[src/rtl/adc_conv_scheduler.sv]
// adc_conv_scheduler
// Sequences a SAR ADC: an offset calibration first, then periodic
// conversions spaced by a programmable number of idle cycles, with
// calibration on request, a wait timeout and a sticky error flag.
//
// Ports:
//   clk, rst        clock; asynchronous active-high reset
//   en              enables periodic conversions
//   interval[15:0]  idle cycles between conversions
//   cal_req         one-cycle calibration request (latched as pending)
//   adc_done        SAR done, asynchronous to clk (2-flop synchronised)
//   adc_result[9:0] SAR result, stable while adc_done is high
//   st_conv         one-cycle start pulse to the SAR
//   cal             calibration mode to the SAR
//   sample_data     (corrected) conversion result
//   sample_valid    one-cycle strobe for sample_data
//   offset_code     last calibration result; offset_valid once loaded
//   busy            a start or wait state is active
//   timeout_err     sticky; cleared by rst or an accepted cal_req
//
// Build option: define OFFSET_CORR_EN to subtract offset_code and add
// MIDSCALE to every conversion result (saturated to 0..1023).
//
// Handshake: st_conv is a one-cycle pulse that starts the SAR; the SAR
// answers with a rising edge on adc_done, and adc_result must be stable
// while adc_done is high. Only the rising edge of the synchronised
// adc_done is acted on, and only in CAL_WAIT or CONV_WAIT.
module adc_conv_scheduler #(
  parameter int TIMEOUT_CYCLES = 64,
  parameter int MIDSCALE       = 512
) (
  input  logic        clk,
  input  logic        rst,
  input  logic        en,
  input  logic [15:0] interval,
  input  logic        cal_req,
  input  logic        adc_done,
  input  logic [9:0]  adc_result,
  output logic        st_conv,
  output logic        cal,
  output logic [9:0]  sample_data,
  output logic        sample_valid,
  output logic [9:0]  offset_code,
  output logic        offset_valid,
  output logic        busy,
  output logic        timeout_err
);

  localparam int TW = $clog2(TIMEOUT_CYCLES + 1);
  localparam logic [TW-1:0] TMO_LAST = TW'(TIMEOUT_CYCLES - 1);

  typedef enum logic [2:0] {
    IDLE, CAL_START, CAL_WAIT, GAP, CONV_START, CONV_WAIT
  } state_t;

  state_t        state_q, state_d;
  logic          sync1_q, sync2_q, sync3_q;
  logic [15:0]   gap_cnt_q, gap_cnt_d;
  logic [TW-1:0] wait_cnt_q, wait_cnt_d;
  logic          pend_q, pend_d;
  logic          st_conv_q, st_conv_d;
  logic          cal_q, cal_d;
  logic          busy_q, busy_d;
  logic          sample_valid_q, sample_valid_d;
  logic [9:0]    sample_data_q, sample_data_d;
  logic [9:0]    offset_code_q, offset_code_d;
  logic          offset_valid_q, offset_valid_d;
  logic          timeout_err_q, timeout_err_d;
  logic          done_edge;
  logic [9:0]    corr_data;

  // sync3_q is the previous synchronised value, used only for edge detect
  assign done_edge = sync2_q & ~sync3_q;

`ifdef OFFSET_CORR_EN
  localparam logic signed [11:0] MID12 = 12'(MIDSCALE);
  logic signed [11:0] corr_sum;
  assign corr_sum = $signed({2'b00, adc_result}) - $signed({2'b00, offset_code_q}) + MID12;
  always_comb begin
    if (corr_sum < 12'sd0)         corr_data = 10'd0;
    else if (corr_sum > 12'sd1023) corr_data = 10'd1023;
    else                           corr_data = corr_sum[9:0];
  end
`else
  assign corr_data = adc_result;
`endif

  always_comb begin
    state_d        = state_q;
    gap_cnt_d      = gap_cnt_q;
    wait_cnt_d     = wait_cnt_q;
    pend_d         = pend_q | cal_req;
    sample_valid_d = 1'b0;
    sample_data_d  = sample_data_q;
    offset_code_d  = offset_code_q;
    offset_valid_d = offset_valid_q;
    // Accepting a calibration request clears the sticky error
    timeout_err_d  = timeout_err_q & ~cal_req;

    case (state_q)
      IDLE: begin
        if (en) state_d = (pend_d || !offset_valid_q) ? CAL_START : CONV_START;
      end
      CAL_START:  state_d = CAL_WAIT;
      CONV_START: state_d = CONV_WAIT;
      CAL_WAIT: begin
        if (done_edge) begin
          offset_code_d  = adc_result;
          offset_valid_d = 1'b1;
          state_d        = en ? GAP : IDLE;
        end else if (wait_cnt_q == TMO_LAST) begin
          timeout_err_d = 1'b1;
          state_d       = en ? GAP : IDLE;
        end else begin
          wait_cnt_d = wait_cnt_q + TW'(1);
        end
      end
      CONV_WAIT: begin
        if (done_edge) begin
          sample_data_d  = corr_data;
          sample_valid_d = 1'b1;
          state_d        = en ? GAP : IDLE;
        end else if (wait_cnt_q == TMO_LAST) begin
          timeout_err_d = 1'b1;
          state_d       = en ? GAP : IDLE;
        end else begin
          wait_cnt_d = wait_cnt_q + TW'(1);
        end
      end
      GAP: begin
        // A pending calibration waits for the normal gap expiry, then wins
        if (!en)                    state_d = IDLE;
        else if (gap_cnt_q == 16'd0) state_d = pend_d ? CAL_START : CONV_START;
        else                        gap_cnt_d = gap_cnt_q - 16'd1;
      end
      default: state_d = IDLE;
    endcase

    // Entry actions
    if (state_d == GAP && state_q != GAP) gap_cnt_d = interval;
    if ((state_d == CAL_WAIT || state_d == CONV_WAIT) && state_q != state_d) wait_cnt_d = '0;
    if (state_d == CAL_START) pend_d = 1'b0;

    // Registered outputs follow the next state
    st_conv_d = (state_d == CAL_START) || (state_d == CONV_START);
    cal_d     = (state_d == CAL_START) || (state_d == CAL_WAIT);
    busy_d    = (state_d == CAL_START) || (state_d == CAL_WAIT) ||
                (state_d == CONV_START) || (state_d == CONV_WAIT);
  end

  always_ff @(posedge clk or posedge rst) begin
    if (rst) begin
      state_q        <= IDLE;
      sync1_q        <= 1'b0;
      sync2_q        <= 1'b0;
      sync3_q        <= 1'b0;
      gap_cnt_q      <= '0;
      wait_cnt_q     <= '0;
      pend_q         <= 1'b0;
      st_conv_q      <= 1'b0;
      cal_q          <= 1'b0;
      busy_q         <= 1'b0;
      sample_valid_q <= 1'b0;
      sample_data_q  <= '0;
      offset_code_q  <= '0;
      offset_valid_q <= 1'b0;
      timeout_err_q  <= 1'b0;
    end else begin
      state_q        <= state_d;
      sync1_q        <= adc_done;
      sync2_q        <= sync1_q;
      sync3_q        <= sync2_q;
      gap_cnt_q      <= gap_cnt_d;
      wait_cnt_q     <= wait_cnt_d;
      pend_q         <= pend_d;
      st_conv_q      <= st_conv_d;
      cal_q          <= cal_d;
      busy_q         <= busy_d;
      sample_valid_q <= sample_valid_d;
      sample_data_q  <= sample_data_d;
      offset_code_q  <= offset_code_d;
      offset_valid_q <= offset_valid_d;
      timeout_err_q  <= timeout_err_d;
    end
  end

  assign st_conv      = st_conv_q;
  assign cal          = cal_q;
  assign busy         = busy_q;
  assign sample_valid = sample_valid_q;
  assign sample_data  = sample_data_q;
  assign offset_code  = offset_code_q;
  assign offset_valid = offset_valid_q;
  assign timeout_err  = timeout_err_q;

endmodule

[config.mk]
export PLATFORM = sky130hd
export DESIGN_NAME = adc_conv_scheduler
export DESIGN_NICKNAME = d
export VERILOG_FILES = /design/src/rtl/adc_conv_scheduler.sv
export SDC_FILE = /design/constraint.sdc
export NUM_CORES = 1
export LEC_CHECK = 0
export CAP_MARGIN = 5
export CORE_MARGIN = 2
export CORE_UTILIZATION = 53
export CTS_BUF_LIST = sky130_fd_sc_hd__clkbuf_8
export DETAILED_ROUTE_END_ITERATION = 10
export PLACE_DENSITY = 0.8
export RECOVER_POWER = 50
export SKIP_LAST_GASP = 1
export SLEW_MARGIN = 15
export SYNTH_ARGS = -nofsm -noshare
export SYNTH_HDL_FRONTEND = slang
export SYNTH_SLANG_ARGS = --single-unit
[constraint.sdc]
create_clock -name clk -period 2.3 [get_ports clk]
set_input_delay 0.46 -clock clk [delete_from_list [all_inputs] [get_ports clk]]
set_output_delay 0.46 -clock clk [all_outputs]
set_load 0.02 [all_outputs]
# Word-level counts from Yosys, hierarchy flattened
# Cells that the tools add are included.
[totals]
reg_bits = 56
wordCells = 80
[op_classes]
mux = 23
reduce_logical = 19
add_sub_neg = 2
eq_ne = 16
bitwise_logic = 5
[ops]
columns = ["cell", "n"]
rows = [
  ["2-to-1 mux 16 bit", 4],
  ["2-to-1 mux 7 bit", 4],
  ["2-to-1 mux 3 bit", 7],
  ["logical NOT 16 bit", 1],
  ["subtractor 16 x 1 -> 16 bit, second input constant", 1],
  ["one-hot mux 3 bit (5 select lines)", 1],
  ["== test 3 x 2 -> 1 bit, second input constant", 4],
  ["== test 3 bit, second input constant", 4],
  ["adder 7 x 1 -> 7 bit, second input constant", 1],
  ["== test 7 x 6 -> 1 bit, second input constant", 1],
  ["== test 3 x 1 -> 1 bit, second input constant", 2],
  ["logical OR 1 bit", 6],
  ["2-to-1 mux 1 bit", 6],
  ["inequality test 2 x 1 -> 1 bit, second input constant", 3],
  ["AND reduction 3 bit", 2],
  ["nonzero test 2 bit", 3],
  ["AND reduction 2 bit", 2],
  ["logical NOT 3 bit", 1],
  ["inequality test 3 x 2 -> 1 bit, second input constant", 1],
  ["inequality test 3 bit", 1],
  ["bitwise AND 1 bit", 2],
  ["logical AND 1 bit", 2],
  ["2-to-1 mux 2 bit", 1],
  ["NOT 1 bit", 2],
  ["other kinds (3)", 3],
]

# Logic depth before layout (Yosys ltp)
# Gate-level depths: netlist of run 1.
[depth]
word_depth = 10
depth_mapped = 7

# Worst setup path before layout of run 1
# OpenSTA, ideal clock, no wires.
[synth_path]
kind = "reg-to-reg"
from = "register gap_cnt_q[0]"
to = "register cal_q, in the netlist cal"
path_stages_with_launch = 8
required_ps = 2174
t_arrival_ps = 1787
path_slack_ps = 387
path_cell_list = "dfrtp_1 > inv_1 > ha_1 > nor3b_4 > nand3_1 > o311ai_4 > a21oi_2 > a221o_1"
[synth_via]
elab_chain_len = 6
word_cells_on_any_way = 7
classes_between = "eq/ne (2); mux (3); reduce/logical (2)"
[synth_rtl]
columns = ["item", "line", "rtl"]
rows = [
  ["from (decl)", "58", "logic [15:0] gap_cnt_q, gap_cnt_d;"],
  ["from (signal assigned)", "173", "gap_cnt_q <= gap_cnt_d;"],
  ["logical NOT 16 bit (*)", "133", "else if (gap_cnt_q == 16'd0) state_d = pend_d ? CAL_START : CONV_START;"],
  ["2-to-1 mux 3 bit (*)", "133", ""],
  ["2-to-1 mux 3 bit (*)", "132", "if (!en) state_d = IDLE;"],
  ["one-hot mux 3 bit (5 select lines) (*)", "100", "case (state_q)"],
  ["net state_d[2]", "56", "state_t state_q, state_d;"],
  ["== test 3 x 1 -> 1 bit / == test 3 x 2 -> 1 bit (equally long branches)", "146", "cal_d = (state_d == CAL_START) || (state_d == CAL_WAIT);"],
  ["logical OR 1 bit (*)", "146", ""],
  ["net cal_d", "62", "logic cal_q, cal_d;"],
  ["to (signal assigned)", "177", "cal_q <= cal_d;"],
  ["to (decl)", "62", ""],
]
# Mark *: on every way through the listed nets, which the timed path passes. The rest lies on a longest branch.
# A chain may end at the register's enable or synchronous reset.

# Worst setup path in the final report of run 1
[layout_path]
from = "register state_q[1]"
to = "register cal_q, in the netlist cal"
[layout_via]
elab_chain_len = 5
word_cells_on_any_way = 16
classes_between = "eq/ne (7); mux (6); reduce/logical (3)"
[layout_rtl]
columns = ["item", "line", "rtl"]
rows = [
  ["from (decl)", "56", ""],
  ["from (signal assigned)", "169", "state_q <= state_d;"],
  ["== test 3 bit, or another cell as far along", "100", ""],
  ["OR reduction 2 bit (no source line), or another cell as far along", "--", ""],
  ["one-hot mux 3 bit (5 select lines) (*)", "100", ""],
  ["== test 3 x 1 -> 1 bit / == test 3 x 2 -> 1 bit (equally long branches)", "146", ""],
  ["logical OR 1 bit (*)", "146", ""],
  ["net cal_d", "62", ""],
]
# Marked as above.

==> flow_metrics.tcl, run 1 <==
set metrics [dict create \
    result_of_the_run "completed" \
    avgSynthCellArea_um2 11.5 \
    gr-usage-met1 0.264 \
    totalWireLength_mm 5.90 \
    numPlacedInstances 374 \
    finish.cell_count_without_fillers 382 \
    post_cts_hold_buffer_count 0 \
    report.final.slew_viol_count 0 \
    synthesis.yosys.warnings 0 \
    cap_viol_max_count 0 \
    clock_tree.buffer_depth 2 \
    setup_repair_after_global_routing_missed_its_margin "no" \
    cell_with_the_most_instances_after_synthesis "dfrtp_1" \
    hold_path_class "reg2reg" \
    hpwl_mm 4.44 \
    report.final.hold_viol_count 0 \
    portbufs 56 \
    synthToLayoutAreaGrowth_pct 29.8 \
    finalWorstPathRequiredPeriod_ns 2.08 \
    chipWidth_um 76.2 \
    clkSinkCount 56 \
    comb_power_frac 0.412 \
    cts_buffers 5 \
    worst_clock_skew_ns 0.00855 \
    worst_slew_margin_rel 0.105 \
    p_leak_nw 1.53 \
    dr.first_iter.drc_count 106 \
    cts_tree "yes" \
    power.net_switching_mw 1.48 \
    timing.final.crit_share 0.902 \
    yosys.area.top_type_share 0.508 \
    startpoint_type "flop" \
    die-height_um 76.2 \
    power_density_nw_per_um2 1110 \
    internal_power_mw 2.51 \
    maxClockFrequency_mhz 482 \
    dieArea_um2 5800 \
    initial_core_util 0.544 \
    drt_pass1_iterations 4 \
    finish.net_count 344 \
    timing.final.ws_setup_ns 0.225 \
    gr-total-overflow 0 \
    cts.reportedPaths.clkPinSlew_ns 0.11 \
    worst-slew-pin-transition_ns 1.34 \
    grt_pass1_wl_mm 9.89 \
    grt_max_degree 57 \
    core-area_um2 5070 \
    worst_path_dominant_cell_family "compound AO/OA/AOI/OAI gates" \
    antenna-diode-count 0 \
    area_of_the_mapped_netlist_um2 2760 \
    cp_max_stage_delay_ns 0.53 \
    routed_via_density 5.46 \
    post-route-util 0.706 \
    grtUsageMet2 0.379 \
    drcViolationCount 0 \
    gr-usage-all-layers 0.214 \
    synth_flop_cell "dfrtp_1" \
    crit_slowest_cell "dfrtp_1" \
    drive_above_1_share 0.212 \
    final_design_area_no_fill_um2 3580 \
    busiest_layer "met2" \
    crit_path_max_fanout 10 \
    timing.critical_path.cells "nor3b_1 > o21ai_2 > or2_1 > a31o_2 > a221o_1" \
    pin_count 57 \
    setup_viol 0 \
    synth_top_cells_by_area "dfrtp_1 (51%), mux2_2 (8.6%), nand2_1 (2.9%)" \
    gp_congestion 0.783 \
    synth_enable_flop_cells 0 \
    ant_nets 0 \
    critical_path_required_ns 2.50 \
    synth_cells 241 \
    netSwitchingFraction 0.371 \
    netlist.top_cell.by_area "dfrtp_1" \
    synth.yosys.seq_area_share 0.508 \
    synth_top_cells_by_count "dfrtp_1 (56), mux2_2 (21), nand2_1 (21)" \
    grt_pass1_vias 2118 \
    placedInstanceArea_um2 3490 \
    vias 2086 \
    post_cts_resize_count 0 \
    antenna_found_initial 0 \
    worstSetupEndpointType "flop" \
    rows 26 \
    critical_path.n_buffers_inverters 0 \
    pre_cts_ws_ns -0.00182 \
    wl_per_cell_um 15.4 \
    synth-seq-cells 56 \
    worstSetupPathType "reg2reg" \
    groute.layer.met3.usage 0.0344 \
    worst-endpoint-arrival_ns 2.27 \
    clk_root_buffer_cell "clkbuf_8" \
    post_synth_num_cell_types 61 \
    ir_worst_vdd_uv 640 \
    mappedNetlistNets 274 \
    post_synthesis_async_set_or_reset_flop_share 1.00 \
    clkLatencyLatePin_ns 0.31 \
    finalSetupTns_ns 0 \
    post-cts-setup-buffers 0 \
    power.clock.fraction 0.166 \
    seq_power_share 0.422 \
    cts-htree-levels 2 \
]
## power by group through the flow
| stage | registers (mW) | logic (mW) | clock network (mW) |
|---|---|---|---|
| 6_report | 1.69 | 1.65 | 0.662 |
| 2_1_floorplan | 1.80 | 0.896 | 0 |
| 4_1_cts | 1.69 | 1.67 | 0.669 |
| 5_1_grt | 1.74 | 1.78 | 0.704 |
| 3_3_place_gp | 1.68 | 1.61 | 0 |
| 3_5_place_dp | 1.70 | 1.67 | 0 |
## worst reg2reg max path, delay by kind of cell, from the launching register on
family | cells | cell delay (ns)
AND/OR/NAND/NOR | 2 | 0.68
flip-flops | 1 | 0.53
AO/OA/AOI/OAI | 3 | 0.76
## flip-flops by register name, summed over array words and instances (netlist names), 3 cells and up
signal,count
gap_cnt_q,16
offset_code,10
sample_data,10
state_q,3
wait_cnt_q,7
## kinds of logic (layout without fill, tap and decap cells)
group                    Yosys count  count (layout)  synth area share
AO/OA/AOI/OAI                     47              47             0.131
XOR/XNOR                          13              13            0.0413
adder cells (fa/ha/maj)            2               2           0.00906
buffers and inverters             17              88            0.0313
flip-flops                        56              56             0.508
multiplexers                      22              22            0.0893
AND/OR/NAND/NOR                   84              84             0.190
## metal layers
metal | part of all wire | vias up | wire (um)
li1 | - | 1015 | -
met1 | 0.43 | 1019 | 2530
met2 | 0.52 | 46 | 3070
met3 | 0.037 | 6 | 219
met4 | 0.013 | 0 | 78
met5 | 0 | - | 0
## cell type report
class                      count  area (um2)
fill                         393        1490
sequential                    56        1400
inverter                       7        26.3
tap                           70        87.6
clock buffer                   5        68.8
timing repair buffer          73         686
clock inverter                 3        46.3
multi-input combinational    168        1270
## metrics by stage
step / total power [mW] / hold slack (ns)
floorplan: 2.69 / 0.331
global placement: 3.29 / 0.332
detailed placement: 3.37 / 0.352
CTS: 4.03 / 0.375
global route: 4.23 / 0.378
finish: 4.00 / 0.377
## cell usage in the layout, fill, tap and decap left out, types with 2 or more instances in the layout
cell type | Yosys | layout
a21oi_1 | 5 | 5
a221o_1 | 2 | 2
a31oi_1 | 4 | 4
buf_4 | 2 | 16
clkbuf_8 | 0 | 5
clkdlybuf4s50_1 | 0 | 50
dfrtp_1 | 56 | 56
dlygate4sd3_1 | 0 | 6
ha_1 | 2 | 2
inv_1 | 7 | 6
mux2_2 | 21 | 21
nand2_1 | 21 | 21
nand2b_1 | 3 | 3
nand3_1 | 7 | 7
nor2_1 | 12 | 12
nor2b_1 | 2 | 2
nor3_1 | 5 | 5
nor3_2 | 2 | 2
nor3_4 | 2 | 2
nor3b_1 | 3 | 4
nor4_1 | 3 | 3
o2111ai_1 | 4 | 4
o211ai_1 | 6 | 6
o21ai_0 | 11 | 11
or2_1 | 2 | 2
or3_1 | 4 | 4
xnor2_1 | 7 | 7
xor2_1 | 6 | 6
## path summary, 6_finish.rpt
path | from | end | slack [ns] | depth (start not counted)
min reg2reg | sync1_q$_DFF_PP0_ | sync2_q$_DFF_PP0_ | 0.38 | 0
min in group asynchronous | rst | sample_data[4]$_DFFE_PP0P_ | 1.04 | 3
max reg2reg | state_q[1]$_DFF_PP0_ | cal$_DFF_PP0_ | 0.22 | 5
min | sync1_q$_DFF_PP0_ | sync2_q$_DFF_PP0_ | 0.38 | 0
max in group asynchronous | rst | state_q[2]$_DFF_PP0_ | 0.46 | 3
max | state_q[1]$_DFF_PP0_ | cal$_DFF_PP0_ | 0.22 | 5
Note: power is estimated with default switching activity, not from simulation.
==> run 2, diff against run 1 <==
--- a/config.mk
+++ b/config.mk
@@ -5,13 +5,14 @@
 export SDC_FILE = /design/constraint.sdc
 export NUM_CORES = 1
 export LEC_CHECK = 0
+export ABC_AREA = 1
 export CAP_MARGIN = 5
 export CORE_MARGIN = 2
 export CORE_UTILIZATION = 53
 export CTS_BUF_LIST = sky130_fd_sc_hd__clkbuf_8
 export DETAILED_ROUTE_END_ITERATION = 10
+export GPL_TIMING_DRIVEN = 0
 export PLACE_DENSITY = 0.8
-export RECOVER_POWER = 50
 export SKIP_LAST_GASP = 1
 export SLEW_MARGIN = 15
 export SYNTH_ARGS = -nofsm -noshare
==> run 2 against run 1 <==
Effect of this change:
- clock-buffer cell count unchanged
- final area up 1.8%
- wire length up 3.4%
- sequential cell count unchanged
- highest routed layer unchanged
- sequential power down 3%
==> flow_metrics.tcl, run 2 <==
set metrics [dict create \
    worstSetupEndpointType "primary output" \
    gr-total-overflow 0 \
    area_of_the_mapped_netlist_um2 2860 \
    hp-start "sync1_q$_DFF_PP0_" \
    worst_r2r_path_depth 10 \
    p_leak_nw 1.70 \
    avgSynthCellArea_um2 8.56 \
    highest-signal-layer "met4" \
    synth_enable_flop_cells 0 \
    drive_above_1_share 0.125 \
    mappedNetlistNets 367 \
    met2_routed_wirelength_mm 2.90 \
    result_of_the_run "completed" \
    power_density_nw_per_um2 1220 \
    synthesis.yosys.warnings 0 \
    ir_worst_vdd_uv 713 \
    critical_path_required_ns 1.84 \
    finalWorstPathRequiredPeriod_ns 1.80 \
    cp_max_stage_delay_ns 0.62 \
    dieArea_um2 6000 \
    synth-seq-cells 56 \
    timing.critical_path.cells "clkdlybuf4s50_1" \
    final_design_area_no_fill_um2 3650 \
    worst_clock_skew_ns 0.0106 \
    clkLatencyLatePin_ns 0.33 \
    antenna_found_initial 0 \
    cts_tree "yes" \
    core-area_um2 5170 \
    post_synth_num_cell_types 35 \
    report.final.hold_viol_count 0 \
    worst-endpoint-arrival_ns 1.34 \
    netlist.top_cell.by_area "dfrtp_1" \
    dr.first_iter.drc_count 103 \
    initial_core_util 0.553 \
    ant_nets 0 \
    grt_pass1_wl_mm 10.6 \
    gp_congestion 0.898 \
    crit_path_max_fanout 3 \
    portbufs 56 \
    gr-usage-all-layers 0.223 \
    hold_path_class "reg2reg" \
    post_cts_resize_count 0 \
    maxClockFrequency_mhz 556 \
    rows 26 \
    crit_slowest_cell "clkdlybuf4s50_1" \
    routedLengthMet1_mm 2.81 \
    totalWireLength_mm 6.10 \
    drcViolationCount 0 \
    finish.net_count 431 \
    worst_path_dominant_cell_family "buffers and inverters" \
    grt_max_degree 33 \
    post-cts-setup-buffers 0 \
    report.final.slew_viol_count 0 \
    clock_tree.buffer_depth 2 \
    post_cts_hold_buffer_count 0 \
    cp.depth 1 \
    yosys.area.top_type_share 0.490 \
    met3WireLength_um 264 \
    timing.reg2reg.setup_slack_ns 0.52 \
    numPlacedInstances 461 \
    synthToLayoutAreaGrowth_pct 27.5 \
    leading_cell_type_in_the_layout_fill_and_taps_excluded "nand2_1" \
    synth.yosys.seq_area_share 0.490 \
    post_synthesis_async_set_or_reset_flop_share 1.00 \
    worstReg2RegEnd "gap_cnt_q[13]$_DFFE_PP0P_" \
    synth_top_cells_by_count "nand2_1 (74), dfrtp_1 (56), nor2_1 (40)" \
    setup_repair_after_global_routing_missed_its_margin "no" \
    wl_per_cell_um 13.0 \
    pin_count 57 \
    antenna-diode-count 0 \
    worstSetupPathType "reg2out" \
    finalSetupTns_ns 0 \
    cell_with_the_most_instances_after_synthesis "nand2_1" \
    chipWidth_um 77.5 \
    finish.cell_count_without_fillers 469 \
    placedInstanceArea_um2 3530 \
    max_flop_register "gap_cnt_q" \
    drt_pass1_iterations 4 \
    cts.reportedPaths.clkPinSlew_ns 0.11 \
    synth_flop_cell "dfrtp_1" \
    grt_pass1_vias 2351 \
    cts_buffers 5 \
    cts-htree-levels 2 \
    hpwl_mm 4.54 \
    clk_root_buffer_cell "clkbuf_8" \
    routed_via_density 5.12 \
    largest_register_ff_count 16 \
    worst_slew_margin_rel 0.628 \
    r2r-start "gap_cnt_q[0]$_DFFE_PP0P_" \
    hold_path_depth 0 \
    setup_viol 0 \
    cap_viol_max_count 0 \
    hold_path_end "sync2_q$_DFF_PP0_" \
    critical_path.n_buffers_inverters 1 \
    synth_cells 334 \
    worst-slew-pin-transition_ns 0.557 \
    timing.final.crit_share 0.781 \
    synth_top_cells_by_area "dfrtp_1 (49%), nand2_1 (9.7%), nor2_1 (5.2%)" \
    mostFrequentLayoutCells "nand2_1 (74), dfrtp_1 (56), clkdlybuf4s50_1 (56)" \
    startpoint_type "flop" \
    vias 2400 \
    clkSinkCount 56 \
    die-height_um 77.5 \
]
==> run 2: per-stage QoR <==
step                      power (mW)  worst slack, ns  utilization  hold WS, ns
after detailed placement        3.78            0.198        0.682        0.338
after global routing            4.81            0.371        0.705        0.367
after CTS                       4.48            0.493        0.705        0.363
after floorplan                 3.06            0.469            -        0.331
final                           4.47            0.503        0.705        0.361
after global placement          3.71           -0.553        0.678        0.335
==> run 2: final cells by class <==
type / instances / area [um2]
inverter: 46 / 175
sequential: 56 / 1400
clock inverter: 3 / 50.0
buffer: 7 / 45.0
multi-input combinational: 225 / 1240
clock buffer: 5 / 68.8
fill: 403 / 1530
tap: 70 / 87.6
timing repair buffer: 57 / 581
==> run 2: routing by layer <==
metal,up-vias,global-route usage
met5,-,0
met4,0,0.0804
met3,11,0.0581
met2,59,0.356
met1,1145,0.295
li1,1185,-
==> run 2: worst max path at each step <==
stage | slack, ns | startpoint | end
global placement | -0.55 | rst | busy$_DFF_PP0_
floorplan | 0.47 | rst | busy$_DFF_PP0_
finish | 0.50 | offset_valid$_DFFE_PP0P_ | offset_valid
global route | 0.37 | gap_cnt_q[0]$_DFFE_PP0P_ | busy$_DFF_PP0_
CTS | 0.49 | offset_valid$_DFFE_PP0P_ | offset_valid
detailed placement | 0.20 | en | gap_cnt_q[13]$_DFFE_PP0P_
==> run 2: worst reg2reg max path: cells and delay by family, from the launching register on <==
family / cells / cell delay, ns
and+or+nand+nor: 4 / 0.49
adders and majority gates: 1 / 0.26
buffers and inverters: 2 / 0.26
DFF: 1 / 0.40
AOI/OAI and AO/OA: 3 / 0.26
==> run 2: power by group <==
part | switching, mW | internal, mW | total [mW]
registers | 0.281 | 1.36 | 1.64
clock network | 0.358 | 0.336 | 0.695
logic | 1.22 | 0.906 | 2.13
total | 1.86 | 2.60 | 4.47
==> run 2: cell families (layout without fill, tap and decap cells) <==
| group | Yosys count | after routing | share of synthesized area |
|---|---|---|---|
| multiplexers | 1 | 1 | 0.00350 |
| adder cells (fa/ha/maj) | 2 | 2 | 0.00875 |
| XOR/XNOR | 13 | 13 | 0.0398 |
| buffers and inverters | 53 | 118 | 0.0770 |
| AO/OA/AOI/OAI | 49 | 49 | 0.112 |
| AND/OR/NAND/NOR | 160 | 160 | 0.269 |
| flip-flops | 56 | 56 | 0.490 |
==> run 3, diff against run 2 <==
--- a/config.mk
+++ b/config.mk
@@ -8,11 +8,11 @@
 export ABC_AREA = 1
 export CAP_MARGIN = 5
 export CORE_MARGIN = 2
-export CORE_UTILIZATION = 53
+export CORE_UTILIZATION = 48
 export CTS_BUF_LIST = sky130_fd_sc_hd__clkbuf_8
 export DETAILED_ROUTE_END_ITERATION = 10
 export GPL_TIMING_DRIVEN = 0
-export PLACE_DENSITY = 0.8
+export PLACE_DENSITY = 0.76
 export SKIP_LAST_GASP = 1
 export SLEW_MARGIN = 15
 export SYNTH_ARGS = -nofsm -noshare
==> constraint.sdc (replaced) <==
create_clock -name clk -period 1.6 [get_ports clk]
set_input_delay 0.32 -clock clk [delete_from_list [all_inputs] [get_ports clk]]
set_output_delay 0.32 -clock clk [all_outputs]
set_load 0.02 [all_outputs]
==> run 3 against run 2 <==
Effect of this change:
- critical path depth up 9
- worst setup slack worse by 0.50 ns
- largest power group unchanged
- first-iteration DRC count up 1.9%
- combinational power up 59%
- critical path type is now reg2reg
- highest routed layer unchanged
- clock skew down 0.0045 ns
- power up 48%
- final cell count up 4.3%
- global-route usage down 1.2 points
==> flow_metrics.tcl, run 3 (synthesis results as in run 2) <==
set metrics [dict create \
    internal_power_mw 3.71 \
    routed_via_density 4.97 \
    rows 28 \
    die-height_um 81.2 \
    grt_pass1_wl_mm 10.7 \
    busiest_layer "met2" \
    cts-htree-levels 2 \
    seq_power_share 0.361 \
    synthToLayoutAreaGrowth_pct 36.1 \
    cts_buffers 5 \
    placedInstanceArea_um2 3570 \
    setup_repair_after_global_routing_missed_its_margin "yes" \
    worst_clock_skew_ns 0.00606 \
    chipWidth_um 81.2 \
    finish.cell_count_without_fillers 489 \
    worst-endpoint-arrival_ns 1.81 \
    timing.final.ws_setup_ns 0.00183 \
    clock_tree.buffer_depth 2 \
    comb_power_frac 0.511 \
    finish.net_count 446 \
    final_design_area_no_fill_um2 3890 \
    startpoint_type "flop" \
    drive_above_1_share 0.210 \
    cap_viol_max_count 0 \
    antenna_found_initial 0 \
    cts_tree "yes" \
    dr.first_iter.drc_count 105 \
    mostFrequentLayoutCells "nand2_1 (70), dfrtp_1 (54), inv_1 (35)" \
    total_power_mw 6.61 \
    maxClockFrequency_mhz 626 \
    crit_path_max_fanout 7 \
    groute.layer.met3.usage 0.0400 \
    clkLatencyLatePin_ns 0.31 \
    portbufs 56 \
    grt_max_degree 25 \
    largest_register_ff_count 16 \
    gr-usage-met1 0.278 \
    worstSetupEndpointType "flop" \
    pin_count 57 \
    ir_worst_vdd_uv 899 \
    vias 2431 \
    report.final.hold_viol_count 0 \
    result_of_the_run "completed" \
    ant_nets 0 \
    numPlacedInstances 467 \
    hpwl_mm 4.64 \
    post_cts_hold_buffer_count 0 \
    report.final.slew_viol_count 0 \
    drt_pass1_iterations 4 \
    gr-total-overflow 0 \
    power_density_nw_per_um2 1700 \
    hold_path_class "in2async" \
    gp_congestion 0.892 \
    antenna-diode-count 0 \
    worstSetupPathType "reg2reg" \
    cts.reportedPaths.clkPinSlew_ns 0.11 \
    grtUsageMet2 0.359 \
    dieArea_um2 6590 \
    finalSetupTns_ns 0 \
    fillCellCount 498 \
    gr-usage-all-layers 0.211 \
    clkSinkCount 56 \
    leading_cell_type_in_the_layout_fill_and_taps_excluded "nand2_1" \
    power.net_switching_mw 2.89 \
    p_leak_nw 1.88 \
    critical_path_required_ns 1.81 \
    worst_slew_margin_rel 0.707 \
    pre_cts_ws_ns -0.357 \
    worst-slew-pin-transition_ns 0.439 \
    finalWorstPathRequiredPeriod_ns 1.60 \
    initial_core_util 0.489 \
    clk_root_buffer_cell "clkbuf_8" \
    wl_per_cell_um 13.5 \
    totalWireLength_mm 6.62 \
    grt_pass1_vias 2291 \
    drcViolationCount 0 \
    netSwitchingFraction 0.438 \
    core-area_um2 5850 \
    power.clock.fraction 0.128 \
    setup_viol 0 \
    timing.final.crit_share 0.999 \
    max_flop_register "gap_cnt_q" \
]
==> run 3: power by group through the flow <==
| stage | clock network (mW) | registers [mW] | logic (mW) |
|---|---|---|---|
| 3_5_place_dp | 0 | 2.39 | 3.07 |
| 6_report | 0.846 | 2.38 | 3.38 |
| 2_1_floorplan | 0 | 2.66 | 1.73 |
| 4_1_cts | 0.867 | 2.35 | 3.06 |
| 3_3_place_gp | 0 | 2.37 | 2.98 |
| 5_1_grt | 0.925 | 2.46 | 3.72 |
==> run 3: area by class of cell <==
type / instances / area, um2 / share of cell area
multi-input cells: 225 / 1340 / 0.345
well taps: 75 / 93.8 / 0.0241
repair buffers: 72 / 719 / 0.185
plain buffers: 7 / 55.1 / 0.0141
clock buffers: 5 / 68.8 / 0.0177
flip-flops and latches: 56 / 1400 / 0.361
clock inverters: 3 / 28.8 / 0.00739
inverters: 46 / 179 / 0.0460
==> run 3: critical path, cell delays in order (launching register included) <==
cell	delay, ns
dfrtp_1	0.45
nor2_1	0.18
nand2_1	0.11
nor2_4	0.10
nand2_2	0.07
nand2_4	0.15
nand3_2	0.08
nand2_2	0.11
nand2_4	0.09
nand2_1	0.08
o211ai_2	0.07
==> run 3: final timing paths <==
path / start / end / cells past startpoint / slack [ns]
setup / recovery: gap_cnt_q[10]$_DFFE_PP0P_ / busy$_DFF_PP0_ / 10 / 0.002
hold / removal: rst / gap_cnt_q[0]$_DFFE_PP0P_ / 2 / 0.29
setup reg to reg: gap_cnt_q[10]$_DFFE_PP0P_ / busy$_DFF_PP0_ / 10 / 0.002
hold reg to reg: sync1_q$_DFF_PP0_ / sync2_q$_DFF_PP0_ / 0 / 0.37
max in group asynchronous: rst / gap_cnt_q[7]$_DFFE_PP0P_ / 4 / 0.71
min in group clk: sync1_q$_DFF_PP0_ / sync2_q$_DFF_PP0_ / 0 / 0.37
==> run 3: stage by stage <==
| step | utilization | hold WS, ns |
|---|---|---|
| finish | 0.665 | 0.295 |
| global route | 0.665 | 0.309 |
| CTS | 0.637 | 0.294 |
| detailed placement | 0.609 | 0.346 |
| global placement | 0.601 | 0.337 |
| floorplan | - | 0.331 |
==> run 3: routing by layer <==
metal  part of all wire  vias up  wire, um
li1                   -     1228         -
met1               0.45     1137      3000
met2               0.50       57      3290
met3              0.034        9       228
met4              0.015        0       102
met5                  0        -         0
==> run 3: timing repair <==
item	CTS	global route
setup endpoints to repair	47	38
pin swaps	1	12
gates resized for setup	32	33
setup buffers	4	9
cloned	1	0
